--- config.mk ---
export PLATFORM = sky130hd
export DESIGN_NAME = life_gen_engine_flat
export DESIGN_NICKNAME = d
export VERILOG_FILES = /design/src/rtl/life_pkg.sv /design/src/rtl/life_gen_engine_if.sv /design/src/rtl/life_cell_eval.sv /design/src/rtl/life_gen_engine.sv /design/src/flat_wrapper.sv
export SDC_FILE = /design/constraint.sdc
export NUM_CORES = 1
export LEC_CHECK = 0
export CAP_MARGIN = 20
export CORE_ASPECT_RATIO = 0.8
export CORE_UTILIZATION = 40
export DETAILED_ROUTE_END_ITERATION = 6
export GPL_ROUTABILITY_DRIVEN = 0
export PLACE_DENSITY = 0.63
export SYNTH_ARGS = -nofsm -noshare
export SYNTH_HDL_FRONTEND = slang
export SYNTH_HIERARCHICAL = 1
export SYNTH_SLANG_ARGS = --single-unit
--- constraint.sdc ---
create_clock -name clk -period 11.3 [get_ports clk]
set_input_delay 2.26 -clock clk [delete_from_list [all_inputs] [get_ports clk]]
set_output_delay 2.26 -clock clk [all_outputs]
set_load 0.03 [all_outputs]
--- src/rtl/life_pkg.sv ---
// rtl/life_pkg.sv - shared board geometry, default seed and FSM encoding for the life engine
package life_pkg;
    localparam int BIT_WIDTH    = 3;
    localparam int BIT_HEIGHT   = 3;
    localparam int BOARD_WIDTH  = 2 ** BIT_WIDTH;
    localparam int BOARD_HEIGHT = 2 ** BIT_HEIGHT;
    localparam int SIZE         = BOARD_WIDTH * BOARD_HEIGHT;

    localparam logic [SIZE-1:0] DEFAULT_SEED = 64'h0000_0000_1C00_0000;

    typedef enum logic [1:0] {
        IDLE   = 2'd0,
        SCAN   = 2'd1,
        COMMIT = 2'd2
    } state_t;
endpackage

--- src/rtl/life_gen_engine_if.sv ---
// rtl/life_gen_engine_if.sv - control inputs and committed-board outputs of the life engine
interface life_gen_engine_if #(
    parameter int SIZE = life_pkg::SIZE
);
    logic            frame_tick;
    logic            run;
    logic            clear;
    logic [SIZE-1:0] board_out;
    logic            busy;
    logic            gen_done;
    logic [15:0]     generation;

    modport master (
        output frame_tick, run, clear,
        input  board_out, busy, gen_done, generation
    );

    modport slave (
        input  frame_tick, run, clear,
        output board_out, busy, gen_done, generation
    );
endinterface

--- src/rtl/life_cell_eval.sv ---
// rtl/life_cell_eval.sv - combinational neighbour count and next state for one cell
// Edge handling: dead border by default, toroidal wrap when LIFE_TORUS_EN is defined.
module life_cell_eval #(
    parameter int BIT_WIDTH  = life_pkg::BIT_WIDTH,
    parameter int BIT_HEIGHT = life_pkg::BIT_HEIGHT
) (
    input  logic [(2**(BIT_WIDTH+BIT_HEIGHT))-1:0] board,
    input  logic [BIT_HEIGHT-1:0]                  row,
    input  logic [BIT_WIDTH-1:0]                   col,
    output logic [3:0]                             count,
    output logic                                   next_cell
);
    localparam int BOARD_WIDTH  = 2 ** BIT_WIDTH;
    localparam int BOARD_HEIGHT = 2 ** BIT_HEIGHT;

    logic [BIT_HEIGHT-1:0] nr;
    logic [BIT_WIDTH-1:0]  nc;
    logic                  in_range;

    always_comb begin
        count    = '0;
        nr       = '0;
        nc       = '0;
        in_range = 1'b0;
        for (int dr = 0; dr < 3; dr++) begin
            for (int dc = 0; dc < 3; dc++) begin
                // Truncation to the coordinate width is what makes the torus wrap.
                nr = BIT_HEIGHT'(int'(row) + dr - 1);
                nc = BIT_WIDTH'(int'(col) + dc - 1);
`ifdef LIFE_TORUS_EN
                in_range = 1'b1;
`else
                in_range = (int'(row) + dr - 1 >= 0) && (int'(row) + dr - 1 < BOARD_HEIGHT) &&
                           (int'(col) + dc - 1 >= 0) && (int'(col) + dc - 1 < BOARD_WIDTH);
`endif
                if (!(dr == 1 && dc == 1) && in_range && board[{nr, nc}])
                    count = count + 4'd1;
            end
        end
        next_cell = board[{row, col}] ? (count == 4'd2 || count == 4'd3) : (count == 4'd3);
    end
endmodule

--- src/rtl/life_gen_engine.sv ---
// rtl/life_gen_engine.sv - sequential Game-of-Life engine, one cell per clock into a shadow buffer
// Optional toroidal board via LIFE_TORUS_EN (handled in life_cell_eval).
module life_gen_engine #(
    parameter int BIT_WIDTH      = life_pkg::BIT_WIDTH,
    parameter int BIT_HEIGHT     = life_pkg::BIT_HEIGHT,
    parameter int FRAMES_PER_GEN = 60,
    parameter logic [(2**(BIT_WIDTH+BIT_HEIGHT))-1:0] SEED = life_pkg::DEFAULT_SEED
) (
    input logic               clk,
    input logic               reset,
    life_gen_engine_if.slave  bus
);
    localparam int IDX_W = BIT_WIDTH + BIT_HEIGHT;
    localparam int SIZE  = 2 ** IDX_W;
    localparam logic [7:0] LAST_FRAME = 8'(FRAMES_PER_GEN - 1);

    import life_pkg::*;

    state_t            state, next_state;
    logic [IDX_W-1:0]  index;
    logic [SIZE-1:0]   board;
    logic [SIZE-1:0]   shadow;
    logic [7:0]        frame_cnt;
    logic [15:0]       gen_cnt;
    logic              done;
    logic              start_req;
    logic              next_cell;
    logic [3:0]        count;
    logic              unused_count;

    assign start_req    = bus.frame_tick && bus.run && !bus.clear && (frame_cnt == LAST_FRAME);
    assign unused_count = ^count;

    life_cell_eval #(
        .BIT_WIDTH  (BIT_WIDTH),
        .BIT_HEIGHT (BIT_HEIGHT)
    ) u_eval (
        .board     (board),
        .row       (index[IDX_W-1:BIT_WIDTH]),
        .col       (index[BIT_WIDTH-1:0]),
        .count     (count),
        .next_cell (next_cell)
    );

    always_ff @(posedge clk) begin
        if (reset || bus.clear) begin
            state     <= IDLE;
            index     <= '0;
            board     <= SEED;
            frame_cnt <= '0;
            gen_cnt   <= '0;
            done      <= 1'b0;
        end else begin
            state <= next_state;
            done  <= 1'b0;
            // The frame counter keeps pacing even while busy; a start landing mid-scan is simply lost.
            if (bus.frame_tick && bus.run)
                frame_cnt <= (frame_cnt == LAST_FRAME) ? 8'd0 : frame_cnt + 8'd1;
            case (state)
                IDLE: index <= '0;
                SCAN: begin
                    shadow[index] <= next_cell;
                    index         <= index + 1'b1;
                end
                COMMIT: begin
                    board   <= shadow;
                    done    <= 1'b1;
                    gen_cnt <= gen_cnt + 16'd1;
                end
                default: index <= '0;
            endcase
        end
    end

    always_comb begin
        next_state = state;
        case (state)
            IDLE:    if (start_req) next_state = SCAN;
            SCAN:    if (index == IDX_W'(SIZE - 1)) next_state = COMMIT;
            COMMIT:  next_state = IDLE;
            default: next_state = IDLE;
        endcase
    end

    assign bus.board_out  = board;
    assign bus.busy       = (state == SCAN);
    assign bus.gen_done   = done;
    assign bus.generation = gen_cnt;
endmodule

--- src/flat_wrapper.sv ---
// flat-port wrapper written by rule: the top's interface ports become plain ports
module life_gen_engine_flat import life_pkg::*;
#(
    parameter int BIT_WIDTH      = life_pkg::BIT_WIDTH,
    parameter int BIT_HEIGHT     = life_pkg::BIT_HEIGHT,
    parameter int FRAMES_PER_GEN = 60,
    parameter logic [(2**(BIT_WIDTH+BIT_HEIGHT))-1:0] SEED = life_pkg::DEFAULT_SEED
)
  (clk, reset, bus_frame_tick, bus_run, bus_clear, bus_board_out, bus_busy, bus_gen_done, bus_generation);
  life_gen_engine_if #(.SIZE(64)) bus_i ();
  input logic clk;
  input logic reset;
  input wire logic [$bits(bus_i.frame_tick)-1:0] bus_frame_tick;
  input wire logic [$bits(bus_i.run)-1:0] bus_run;
  input wire logic [$bits(bus_i.clear)-1:0] bus_clear;
  output wire logic [$bits(bus_i.board_out)-1:0] bus_board_out;
  output wire logic [$bits(bus_i.busy)-1:0] bus_busy;
  output wire logic [$bits(bus_i.gen_done)-1:0] bus_gen_done;
  output wire logic [$bits(bus_i.generation)-1:0] bus_generation;
  assign bus_i.frame_tick = bus_frame_tick;
  assign bus_i.run = bus_run;
  assign bus_i.clear = bus_clear;
  assign bus_board_out = bus_i.board_out;
  assign bus_busy = bus_i.busy;
  assign bus_gen_done = bus_i.gen_done;
  assign bus_generation = bus_i.generation;
  life_gen_engine #(.BIT_WIDTH(BIT_WIDTH), .BIT_HEIGHT(BIT_HEIGHT), .FRAMES_PER_GEN(FRAMES_PER_GEN), .SEED(SEED)) u_core (.clk(clk), .reset(reset), .bus(bus_i));
endmodule
* Word-level counts from Yosys, hierarchy flattened *
Index checks and enable logic that the tools add are counted.

storage, ports and cells
  output and inout port bits = 82
  bits of input ports = 5
  register bits = 161
  word-level logic and storage cells = 131

operators by class
  magnitude comparators = 22
  add/subtract/negate cells = 20
  bitwise operators = 1
  multiplexer cells = 36
  equality and inequality tests = 8
  reductions and logical operators = 37

operator list
  operator                                                      count
  >= comparator 32 x 1 -> 1 bit (second input constant)         3
  less-than comparator 32 x 5 -> 1 bit (second input constant)  3
  bitwise mux 64 bit                                            1
  less-than comparator 6 x 7 -> 1 bit (second input constant)   9
  binary-select mux 1 bit (select 6 bit)                        9
  logical AND 1 bit                                             31
  two-way mux 4 bit                                             7
  adder 4 x 1 -> 4 bit (second input constant)                  6
  subtractor 4 x 1 -> 5 bit (second input constant)             4
  adder 16 x 1 -> 16 bit (second input constant)                1
  two-way mux 1 bit                                             13
  one-hot mux 6 bit (2 select lines)                            1
  less-than comparator 4 x 5 -> 1 bit (second input constant)   2
  adder 3 x 1 -> 4 bit (second input constant)                  2
  adder 3 x 2 -> 4 bit (second input constant)                  2
  adder 8 x 1 -> 8 bit (second input constant)                  1
  equality test 4 x 2 -> 1 bit (second input constant)          2
  equality test 8 x 6 -> 1 bit (second input constant)          1
  >= comparator 4 x 1 -> 1 bit (second input constant)          2
  two-way mux 8 bit                                             1
  subtractor 3 x 1 -> 4 bit (second input constant)             2
  adder 6 x 1 -> 6 bit (second input constant)                  1
  demux 1 bit (select 6 bit)                                    1
  equality test 6 bit (second input constant)                   1
  other kinds (14)                                              18

* Longest topological paths before layout *
Gate-level depths: netlist of the first run.

  word-level depth = 25
  mapped depth = 30
  depth with buffers taken out = 25

* By module *
Netlist of the first run, hierarchy kept.

modules (own cells, without submodules)
  module           sequential area each (um^2)  area each (um^2)  cells an instance  instances
  life_gen_engine  3863.7                       5923.2            595                1
  life_cell_eval   0.0                          3299.4            340                1

* Least setup slack after synthesis of the first run *
Ideal clock, no wire load.

  kind = reg2reg
  start = register u_core.index[1]
  end = register u_core.shadow[0], data pin
  setup time = 0.586 ns
  stages on the path, launching flop included = 28
  buffers on the path = 5
  required time = 10.714 ns
  slack = 2.008 ns
  data arrival time = 8.706 ns
  period minus slack after synthesis = 9.292 ns
  path through = dfxtp_1 -> clkbuf_1 -> buf_2 -> inv_1 -> ha_1 -> buf_4 -> buf_4 -> buf_2 -> mux4_2 -> mux2_2 -> mux4_2 -> nor3_1 -> ha_1 -> xnor2_4 -> ha_1 -> nand4_1 -> a21boi_0 -> mux2i_1 -> xnor2_1 -> a21oi_1 -> ha_1 -> nand2_1 -> xnor3_2 -> and3_1 -> a32o_1 -> xnor2_2 -> xnor2_1 -> nor4b_2

between the ends
  longest elaborated chain between the ends = 24
  elaborated cells between the ends (all ways) = 78
  those cells by class = 12 x add/sub; 8 x order compare; 2 x eq/ne; 30 x mux; 26 x reduce/logical

RTL lines
  what                                                                                    RTL line               RTL
  from (decl)                                                                             life_gen_engine.sv:20  logic [IDX_W-1:0] index;
  from (signal assigned)                                                                  life_gen_engine.sv:63  index <= index + 1'b1;
  parallel branches: the longest is 19 deep, another holds >= comparator 32 x 1 -> 1 bit  --
  two-way mux 4 bit *                                                                     life_cell_eval.sv:36   if (!(dr == 1 && dc == 1) && in_range && board[{nr, nc}])
  net u_core.count[3]                                                                     life_gen_engine.sv:28  logic [3:0] count;
  equality test 4 x 2 -> 1 bit                                                            life_cell_eval.sv:40   next_cell = board[{row, col}] ? (count == 4'd2 || count == 4'd3) : (count == 4'd3);
  logical OR 1 bit                                                                        life_cell_eval.sv:40
  two-way mux 1 bit *                                                                     life_cell_eval.sv:40
  net u_core.next_cell                                                                    life_gen_engine.sv:27  logic next_cell;
  bitwise mux 64 bit *                                                                    life_gen_engine.sv:62  shadow[index] <= next_cell;
  to (signal, indexed assignment)                                                         life_gen_engine.sv:62
  to (decl)                                                                               life_gen_engine.sv:22  logic [SIZE-1:0] shadow;

Mark *: on every way through the listed nets, which the timed path passes. The select of a mux whose other input is x is not followed.
A chain may end at the register's enable or synchronous reset.

* Final worst setup path of the first run *
  start = register u_core.index[0]
  end = register u_core.shadow[36], data pin

The elaborated chain is that of the path after synthesis.

==> results of run 1 <==
[how the worst max path moves through the flow]
stage	cells past startpoint	startpoint	endpoint	slack, ps
final	24	u_core/index[0]	u_core/shadow[36]	2990
after global routing	24	u_core/index[0]	u_core/shadow[39]	2400
after CTS	24	u_core/index[0]	u_core/shadow[38]	3050
after detailed placement	25	u_core/index[0]	u_core/shadow[30]	3080
after global placement	24	u_core/index[0]	u_core/shadow[37]	3240
after floorplan	27	u_core/index[1]	u_core/shadow[0]	2010
[registers in the layout, summed over array words and instances (netlist names)]
register and cells:
u_core/frame_cnt 8, u_core/bus.gen_done 1, u_core/state 2, u_core/index 6, u_core/shadow 64, u_core/bus.board_out 64
u_core/bus.generation 16
[worst max-delay path, cell delays in order, from the launching register on]
cell      delay, ps
dfxtp_4         980
inv_2           150
ha_1            620
buf_4           450
mux4_2          590
mux2_2          270
mux4_2          450
nor3_1          370
ha_1            420
xnor2_4         280
ha_1            270
nand4_1         120
a21boi_0        230
mux2i_1         120
xnor2_1         260
a21oi_1         110
ha_1            200
nand2_1          60
xnor3_2         470
and3_1          190
a32o_1          230
xnor2_2         140
xnor2_1         180
nor4b_4         250
buf_4           560
[cells by family after synthesis]
logic type                 count (synthesis)  share of synthesized area
and+or+nand+nor                          404                      0.204
adders and majority gates                 15                     0.0204
muxes                                    114                      0.183
buffers and inverters                     75                     0.0370
AOI/OAI and AO/OA                        127                     0.0902
DFF                                      161                      0.419
xor gates and xnor gates                  39                     0.0460
[synth_stat cells (5+ instances only)]
master / count / share of area
xnor2_1: 14 / 0.013
nand3_1: 32 / 0.017
ha_1: 15 / 0.020
xor2_1: 18 / 0.017
or3_1: 6 / 0.0041
nand2_1: 164 / 0.067
buf_1: 7 / 0.0028
nor3b_1: 10 / 0.0081
clkbuf_1: 34 / 0.014
mux4_2: 41 / 0.10
a21oi_1: 69 / 0.037
and3_1: 16 / 0.011
nor2_1: 103 / 0.042
mux2_2: 19 / 0.023
nor2b_1: 5 / 0.0034
nand4_1: 15 / 0.010
edfxtp_1: 64 / 0.21
nand3b_1: 9 / 0.0073
and2_1: 6 / 0.0041
buf_2: 11 / 0.0060
dfxtp_1: 97 / 0.21
inv_1: 13 / 0.0053
nor3_1: 16 / 0.0087
mux2i_1: 51 / 0.055
o21ai_0: 10 / 0.0054
[cell type report]
cell class / count / area share
clock buffer: 18 / 0.0394
timing repair buffer: 97 / 0.0873
sequential: 161 / 0.355
multi-input combinational: 699 / 0.463
clock inverter: 14 / 0.0146
inverter: 16 / 0.00551
tap: 306 / 0.0351
[layer usage]
layer  track usage  wire, um  vias to the layer above
met1         0.304     11300                     3620
met3        0.0442      1520                       24
met2         0.336     11600                      192
met5             0         0                        -
met4        0.0472       282                        0
li1              -         -                     3494
[power groups by stage]
stage                     registers (mW)  logic (mW)  clock network (mW)
after global routing               0.598     0.00967               0.614
after floorplan                    0.612     0.00551                   0
final                              0.599     0.00898               0.578
after global placement             0.612     0.00888                   0
after detailed placement           0.612     0.00896                   0
after CTS                          0.599     0.00902               0.591
==> impl_metrics.json, run 1 <==
{
  "power.density_mw_per_mm2": 109,
  "maxCapViolCount": 0,
  "fmax_mhz": 120,
  "critPathLaunchType": "register",
  "yosysUniqueCellTypes": 81,
  "finish.utilization": 0.483,
  "fin_ws_ps": 2990,
  "period_share": 0.735,
  "postSynthCellCount": 935,
  "fillCellCount": 2124,
  "antenna_found_initial": 0,
  "postSynth.asyncResetShare": 0,
  "p_leak_nw": 3.41,
  "ctsResizeCount": 0,
  "viasPerCell": 5.59,
  "grt.overflow.total": 0,
  "die_x_um": 172,
  "final_cells": 1311,
  "rsz0062_at_grt": "false",
  "clkTransAtPathRegs_ps": 60,
  "switching_share": 0.215,
  "fin_skew_ps": 9.75,
  "drtPass1Iterations": 5,
  "whs_endpoint": "u_core/bus.board_out[27]",
  "start_util": 0.409,
  "min_path_type": "reg2reg",
  "syn_to_final_growth_pct": 18.1,
  "antenna_cells": 0,
  "min_period_ps": 8310,
  "r2r_start": "u_core/index[0]",
  "io_pins": 87,
  "cp-end-kind": "register",
  "crit_fanout": 75,
  "htreeDepth": 4,
  "drtIter0Drc": 732,
  "post_cts_buffers": 0,
  "seq_power_share": 0.505,
  "rows": 49,
  "cts_tree": "yes",
  "worstSetupPathType": "reg2reg",
  "rrSetupSlack_ps": 2990,
  "slew_violations": 0,
  "place_hpwl_um": 16400,
  "seq_area_mm2": 0.00387,
  "syn_area_per_cell_um2": 9.86,
  "p_sw_mw": 0.255,
  "portBuffers": 86,
  "clkPwrFrac": 0.488,
  "p_int_mw": 0.931,
  "dp_cells": 1278,
  "seq_area_frac_synth": 0.419,
  "final_common_cell": "nand2_1",
  "whs_ps": 462,
  "drt.antenna.violating_nets": 0,
  "die_h_um": 138,
  "grt_pass1_wl_um": 38600,
  "clock_latency_ps": 420,
  "place_ws_ps": 3080,
  "drc": 0,
  "min_from": "u_core/shadow[27]",
  "drive_above_1_share": 0.130,
  "hold_buffers": 0,
  "grt_pass1_vias": 6777,
  "reg2reg_to": "u_core/shadow[36]",
  "finalWirelength_um": 24700,
  "required_ps": 11430,
  "setup_viol": 0,
  "cts_sinks": 161,
  "fin_setup_tns_ps": 0,
  "relSlewSlack": 0.296,
  "avgRoutedWirePerCell_um": 18.8,
  "hold_depth": 2,
  "ir_drop_mv": 0.112,
  "synth_ff_type": "dfxtp_1",
  "fin_nets": 1012,
  "cts_buffer_depth": 2,
  "core_mm2": 0.0226,
  "synth_nets": 955,
  "place_area_mm2": 0.0103,
  "synth-edff-count": 64,
  "grt_usage": 0.215,
  "hold_viol": 0,
  "root_buffer": "clkbuf_16",
  "most-common-layout-cells": "164 x nand2_1, 103 x nor2_1, 96 x dfxtp_1",
  "dieArea_mm2": 0.0237,
  "yosysWarnings": 6,
  "multi_input_area_mm2": 0.00504,
  "p_comb_frac": 0.008,
  "reg2reg_depth": 24,
  "syn_area_mm2": 0.00922,
  "cts_buffers": 17,
  "p_total_mw": 1.19,
  "crit_arrival_ps": 8440,
  "ys_ff_latch": 161,
  "tightest_slew_ps": 1060,
  "vias": 7330,
  "fin_area_mm2": 0.0109,
  "outcome": "complete, no violations",
  "grt_max_degree": 83
}
Power figures use the tool's default switching activity.
==> inputs of run 2 (changes only) <==
Settings changed: PLACE_DENSITY 0.63 to 0.65.
Clock period 11.3 ns to 7.4 ns, I/O delays scaled along.
==> run 2 against run 1 <==
  * Cell area is 1.1% higher
  * Flip-flop and latch count unchanged
  * Critical path type unchanged
  * Via count rose by 0.57%
  * Register-to-register slack worse by 2400 ps
  * Clock skew decreased by 1.3 ps
  * Clock power is 58% higher
==> impl_metrics.json, run 2 (synthesized netlist as in run 1, its figures left out) <==
{
  "avgRoutedWirePerCell_um": 18.9,
  "tightest_slew_ps": 935,
  "grt_pass1_wl_um": 38100,
  "crit_arrival_ps": 7030,
  "fmax_mhz": 147,
  "die_h_um": 138,
  "core_mm2": 0.0226,
  "htreeDepth": 4,
  "reg2reg_to": "u_core/shadow[3]",
  "slew_violations": 0,
  "min_period_ps": 6810,
  "hold_depth": 2,
  "dp_cells": 1282,
  "drive_above_1_share": 0.142,
  "drtIter0Drc": 643,
  "multi_input_area_mm2": 0.00509,
  "required_ps": 7620,
  "critPathLaunchType": "register",
  "fin_ws_ps": 591,
  "final_cells": 1314,
  "rsz0062_at_grt": "false",
  "r2r_start": "u_core/index[0]",
  "drt.antenna.violating_nets": 0,
  "fin_nets": 1015,
  "cts_tree": "yes",
  "viasPerCell": 5.61,
  "dieArea_mm2": 0.0237,
  "clock_latency_ps": 430,
  "root_buffer": "clkbuf_16",
  "period_share": 0.920,
  "clkTransAtPathRegs_ps": 60,
  "power.density_mw_per_mm2": 167,
  "fillCellCount": 2144,
  "slowest_delay_ps": 640,
  "start_util": 0.409,
  "cts_buffers": 17,
  "min_from": "u_core/shadow[28]",
  "reg2reg_depth": 26,
  "p_leak_nw": 3.47,
  "rows": 49,
  "fin_skew_ps": 8.42,
  "cp-end-kind": "register",
  "final_common_cell": "nand2_1",
  "grt_usage": 0.212,
  "outcome": "complete, no violations",
  "fin_setup_tns_ps": 0,
  "place_hpwl_um": 17100,
  "grt_max_degree": 83,
  "maxCapViolCount": 0,
  "p_total_mw": 1.84,
  "io_pins": 87,
  "vias": 7372,
  "place_ws_ps": 509,
  "drc": 0,
  "most-common-layout-cells": "164 x nand2_1, 103 x nor2_1, 95 x dfxtp_1",
  "ir_drop_mv": 0.158,
  "relSlewSlack": 0.377,
  "rrSetupSlack_ps": 590,
  "cts_buffer_depth": 2,
  "finish.utilization": 0.488,
  "hold_buffers": 0,
  "crit_fanout": 64,
  "worstSetupPathType": "reg2reg",
  "crit_slowest_cell": "dfxtp_4",
  "whs_endpoint": "u_core/bus.board_out[28]",
  "hold_viol": 0,
  "min_path_type": "reg2reg",
  "cts_sinks": 161,
  "grt.overflow.total": 0,
  "finalWirelength_um": 24800,
  "grt_pass1_vias": 6762,
  "setup_viol": 0,
  "die_x_um": 172,
  "place_area_mm2": 0.0104,
  "antenna_cells": 0,
  "portBuffers": 86,
  "whs_ps": 460,
  "syn_to_final_growth_pct": 19.4,
  "antenna_found_initial": 0,
  "seq_area_mm2": 0.00387,
  "fin_area_mm2": 0.0110,
  "drtPass1Iterations": 5
}
==> run 2: cell types whose count changed in the layout (fill, tap and decap cells not counted), moves of 3 or more <==
cell / change
buf_4: +3
ha_1: -4
clkbuf_16: +4
ha_4: +3
==> run 2: worst max-delay path by stage <==
stage / startpoint / endpoint / slack [ps]
floorplan: u_core/index[1] / u_core/shadow[0] / 4
global placement: u_core/index[0] / u_core/shadow[21] / 630
detailed placement: u_core/index[0] / u_core/shadow[19] / 510
CTS: u_core/index[0] / u_core/shadow[23] / 470
global route: u_core/index[0] / u_core/shadow[11] / 70
finish: u_core/index[0] / u_core/shadow[3] / 590
==> run 2: repair_timing <==
item,CTS,global route
endpoints found under the setup margin,0,64
resized for setup,0,1
buffers inserted,0,0
==> run 2: power by group <==
part / internal (mW) / leakage (nW) / switching, mW
logic: 0.00333 / 1.72 / 0.0105
registers: 0.914 / 1.44 / 0.000194
clock network: 0.553 / 0.313 / 0.361
total: 1.47 / 3.47 / 0.372
==> run 2: worst max-delay path: cells and delay by family, from the launching register on <==
kind                     cells  cell delay, ps
XOR/XNOR                     3             550
multiplexers                 5            1400
AND/OR/NAND/NOR              5            1220
AO/OA/AOI/OAI                5             870
flip-flops                   1             640
adder cells (fa/ha/maj)      4             990
buffers and inverters        4             820
==> run 2: layout make-up <==
cell class | count | share of cell area
multi-input combinational | 699 | 0.463
sequential | 161 | 0.351
timing repair buffer | 100 | 0.0888
clock buffer | 22 | 0.0490
tap | 306 | 0.0348
clock inverter | 10 | 0.00795
inverter | 16 | 0.00545
==> run 2: metal layers <==
layer  wire, um  track usage  share of wire
met1      11500        0.295           0.46
met5          0            0              0
met2      11500        0.329           0.46
met4        285       0.0600          0.011
met3       1470       0.0494          0.059
==> inputs of run 3 (changes only) <==
Settings changed: CELL_PAD_IN_SITES_DETAIL_PLACEMENT from default to 0, CELL_PAD_IN_SITES_GLOBAL_PLACEMENT from default to 1, GPL_ROUTABILITY_DRIVEN 0 to default, PLACE_DENSITY 0.65 to 0.79.
==> run 3 against run 2 <==
  * Sequential share of layout area hardly changed
  * Worst hold slack about the same
  * Sequential power hardly changed
  * Die area is the same
  * Utilization is essentially flat
  * Critical path depth fell by 1
  * Setup slack better by 68 ps
  * Flip-flop and latch count stayed put
  * First-iteration DRC count increased by 0.31%
  * Critical endpoint is now u_core/shadow[32]
==> impl_metrics.json, run 3 (synthesized netlist as in run 1, its figures left out) <==
{
  "cts_tree": "yes",
  "setup_viol": 0,
  "die_h_um": 138,
  "grt-busiest-layer": "met2",
  "fin_setup_tns_ps": 0,
  "cp-end-kind": "register",
  "hold_buffers": 0,
  "min_path_type": "reg2reg",
  "grt_usage": 0.221,
  "fin_skew_ps": 14.1,
  "clock_latency_ps": 440,
  "required_ps": 7640,
  "hold_viol": 0,
  "clkPwrFrac": 0.492,
  "antenna_cells": 0,
  "rsz0062_at_grt": "false",
  "min_period_ps": 6740,
  "fillCellCount": 2140,
  "seq_power_share": 0.500,
  "place_hpwl_um": 16800,
  "whs_ps": 460,
  "cts_buffers": 17,
  "crit_fanout": 64,
  "antenna_found_initial": 0,
  "drc": 0,
  "dp_cells": 1284,
  "place_area_mm2": 0.0104,
  "ir_drop_mv": 0.133,
  "grt_pass1_wl_um": 39400,
  "root_buffer": "clkbuf_16",
  "fin_ws_ps": 659,
  "switching_share": 0.220,
  "fin_area_mm2": 0.0110,
  "io_pins": 87,
  "ctsResizeCount": 0,
  "power.density_mw_per_mm2": 166,
  "p_sw_mw": 0.402,
  "p_leak_nw": 3.46,
  "viasPerCell": 5.67,
  "core_mm2": 0.0226,
  "crit_arrival_ps": 6980,
  "post_cts_buffers": 0,
  "relSlewSlack": 0.373,
  "reg2reg_depth": 25,
  "final_common_cell": "nand2_1",
  "p_int_mw": 1.42,
  "final_cells": 1316,
  "drtPass1Iterations": 5,
  "drt.antenna.violating_nets": 0,
  "vias": 7462,
  "cts_buffer_depth": 2,
  "rrSetupSlack_ps": 660,
  "slew_violations": 0,
  "grt_pass1_vias": 6885,
  "htreeDepth": 4,
  "p_comb_frac": 0.007,
  "use_met2": 0.347,
  "finalWirelength_um": 25400,
  "outcome": "complete, no violations",
  "die_x_um": 172,
  "drtIter0Drc": 645,
  "critPathLaunchType": "register",
  "hold_depth": 2,
  "rows": 49,
  "gp_congestion": 0.843,
  "drive_above_1_share": 0.143,
  "grt_util_met3": 0.0454,
  "fin_nets": 1017,
  "maxCapViolCount": 0,
  "clkTransAtPathRegs_ps": 60,
  "place_ws_ps": 788,
  "cts_sinks": 161,
  "period_share": 0.911,
  "grt.overflow.total": 0,
  "most-common-layout-cells": "164 x nand2_1, 103 x nor2_1, 95 x dfxtp_1",
  "worstSetupPathType": "reg2reg",
  "fmax_mhz": 148,
  "syn_to_final_growth_pct": 19.3,
  "avgRoutedWirePerCell_um": 19.3,
  "portBuffers": 86,
  "tightest_slew_ps": 932,
  "grt.met1_usage": 0.310,
  "start_util": 0.409,
  "dieArea_mm2": 0.0237,
  "grt_max_degree": 83
}
-- run 3: cell types whose count changed in the layout (fill, tap and decap cells not counted) --
cell / previous run / this run
clkinvlp_4: 1 / 0
clkbuf_1: 0 / 1
ha_4: 3 / 2
clkinv_2: 4 / 1
buf_12: 1 / 2
inv_6: 1 / 3
clkbuf_16: 21 / 19
inv_4: 2 / 1
inv_8: 0 / 3
clkbuf_8: 1 / 3
bufinv_16: 1 / 0
ha_2: 1 / 2
buf_4: 13 / 14
-- run 3: power groups by stage --
| stage | logic, mW | registers (mW) | clock network (mW) |
|---|---|---|---|
| CTS | 0.0137 | 0.914 | 0.914 |
| detailed placement | 0.0137 | 0.934 | 0 |
| finish | 0.0136 | 0.914 | 0.900 |
| global placement | 0.0135 | 0.934 | 0 |
| floorplan | 0.00841 | 0.934 | 0 |
| global route | 0.0149 | 0.913 | 0.947 |
-- run 3: cell type report --
type	count	area (um^2)	share of cell area
timing repair buffer	102	1010	0.0914
multi-input combinational	699	5080	0.462
tap	306	383	0.0348
sequential	161	3870	0.352
clock buffer	23	520	0.0473
clock inverter	9	80.1	0.00728
inverter	16	60.1	0.00546
-- run 3: worst max-delay path, stage by stage, from the launching register on --
cell	delay, ps
dfxtp_4	370
inv_2	60
ha_2	630
buf_4	380
nor3b_1	90
mux2_2	270
a211oi_1	460
mux2_2	290
mux4_2	260
nor3_4	60
ha_4	350
xnor2_4	150
ha_1	270
nand4_1	130
a21boi_0	200
mux2i_1	100
xnor2_1	280
a21oi_1	120
ha_1	320
or3_1	390
a31oi_1	150
o21ai_0	110
a221oi_2	310
xnor2_1	140
nor4b_4	300
buf_12	300
-- run 3: worst paths after layout --
| check | startpoint | end |
|---|---|---|
| min | u_core/shadow[28] | u_core/bus.board_out[28] |
| max | u_core/index[0] | u_core/shadow[32] |
| min reg2reg | u_core/shadow[28] | u_core/bus.board_out[28] |
| max reg2reg | u_core/index[0] | u_core/shadow[32] |
-- run 3: per-stage QoR --
stage / total power, mW / util
after global routing: 1.88 / 0.488
after detailed placement: 0.947 / 0.461
after CTS: 1.84 / 0.488
final: 1.83 / 0.488
after floorplan: 0.942 / -
after global placement: 0.947 / 0.461
-- run 3: metal layers --
metal  share of wire  wire, um  vias to the layer above
li1                -         -                     3502
met1            0.46     11800                     3671
met2            0.46     11800                      261
met3           0.058      1480                       28
met4           0.014       361                        0
met5               0         0                        -
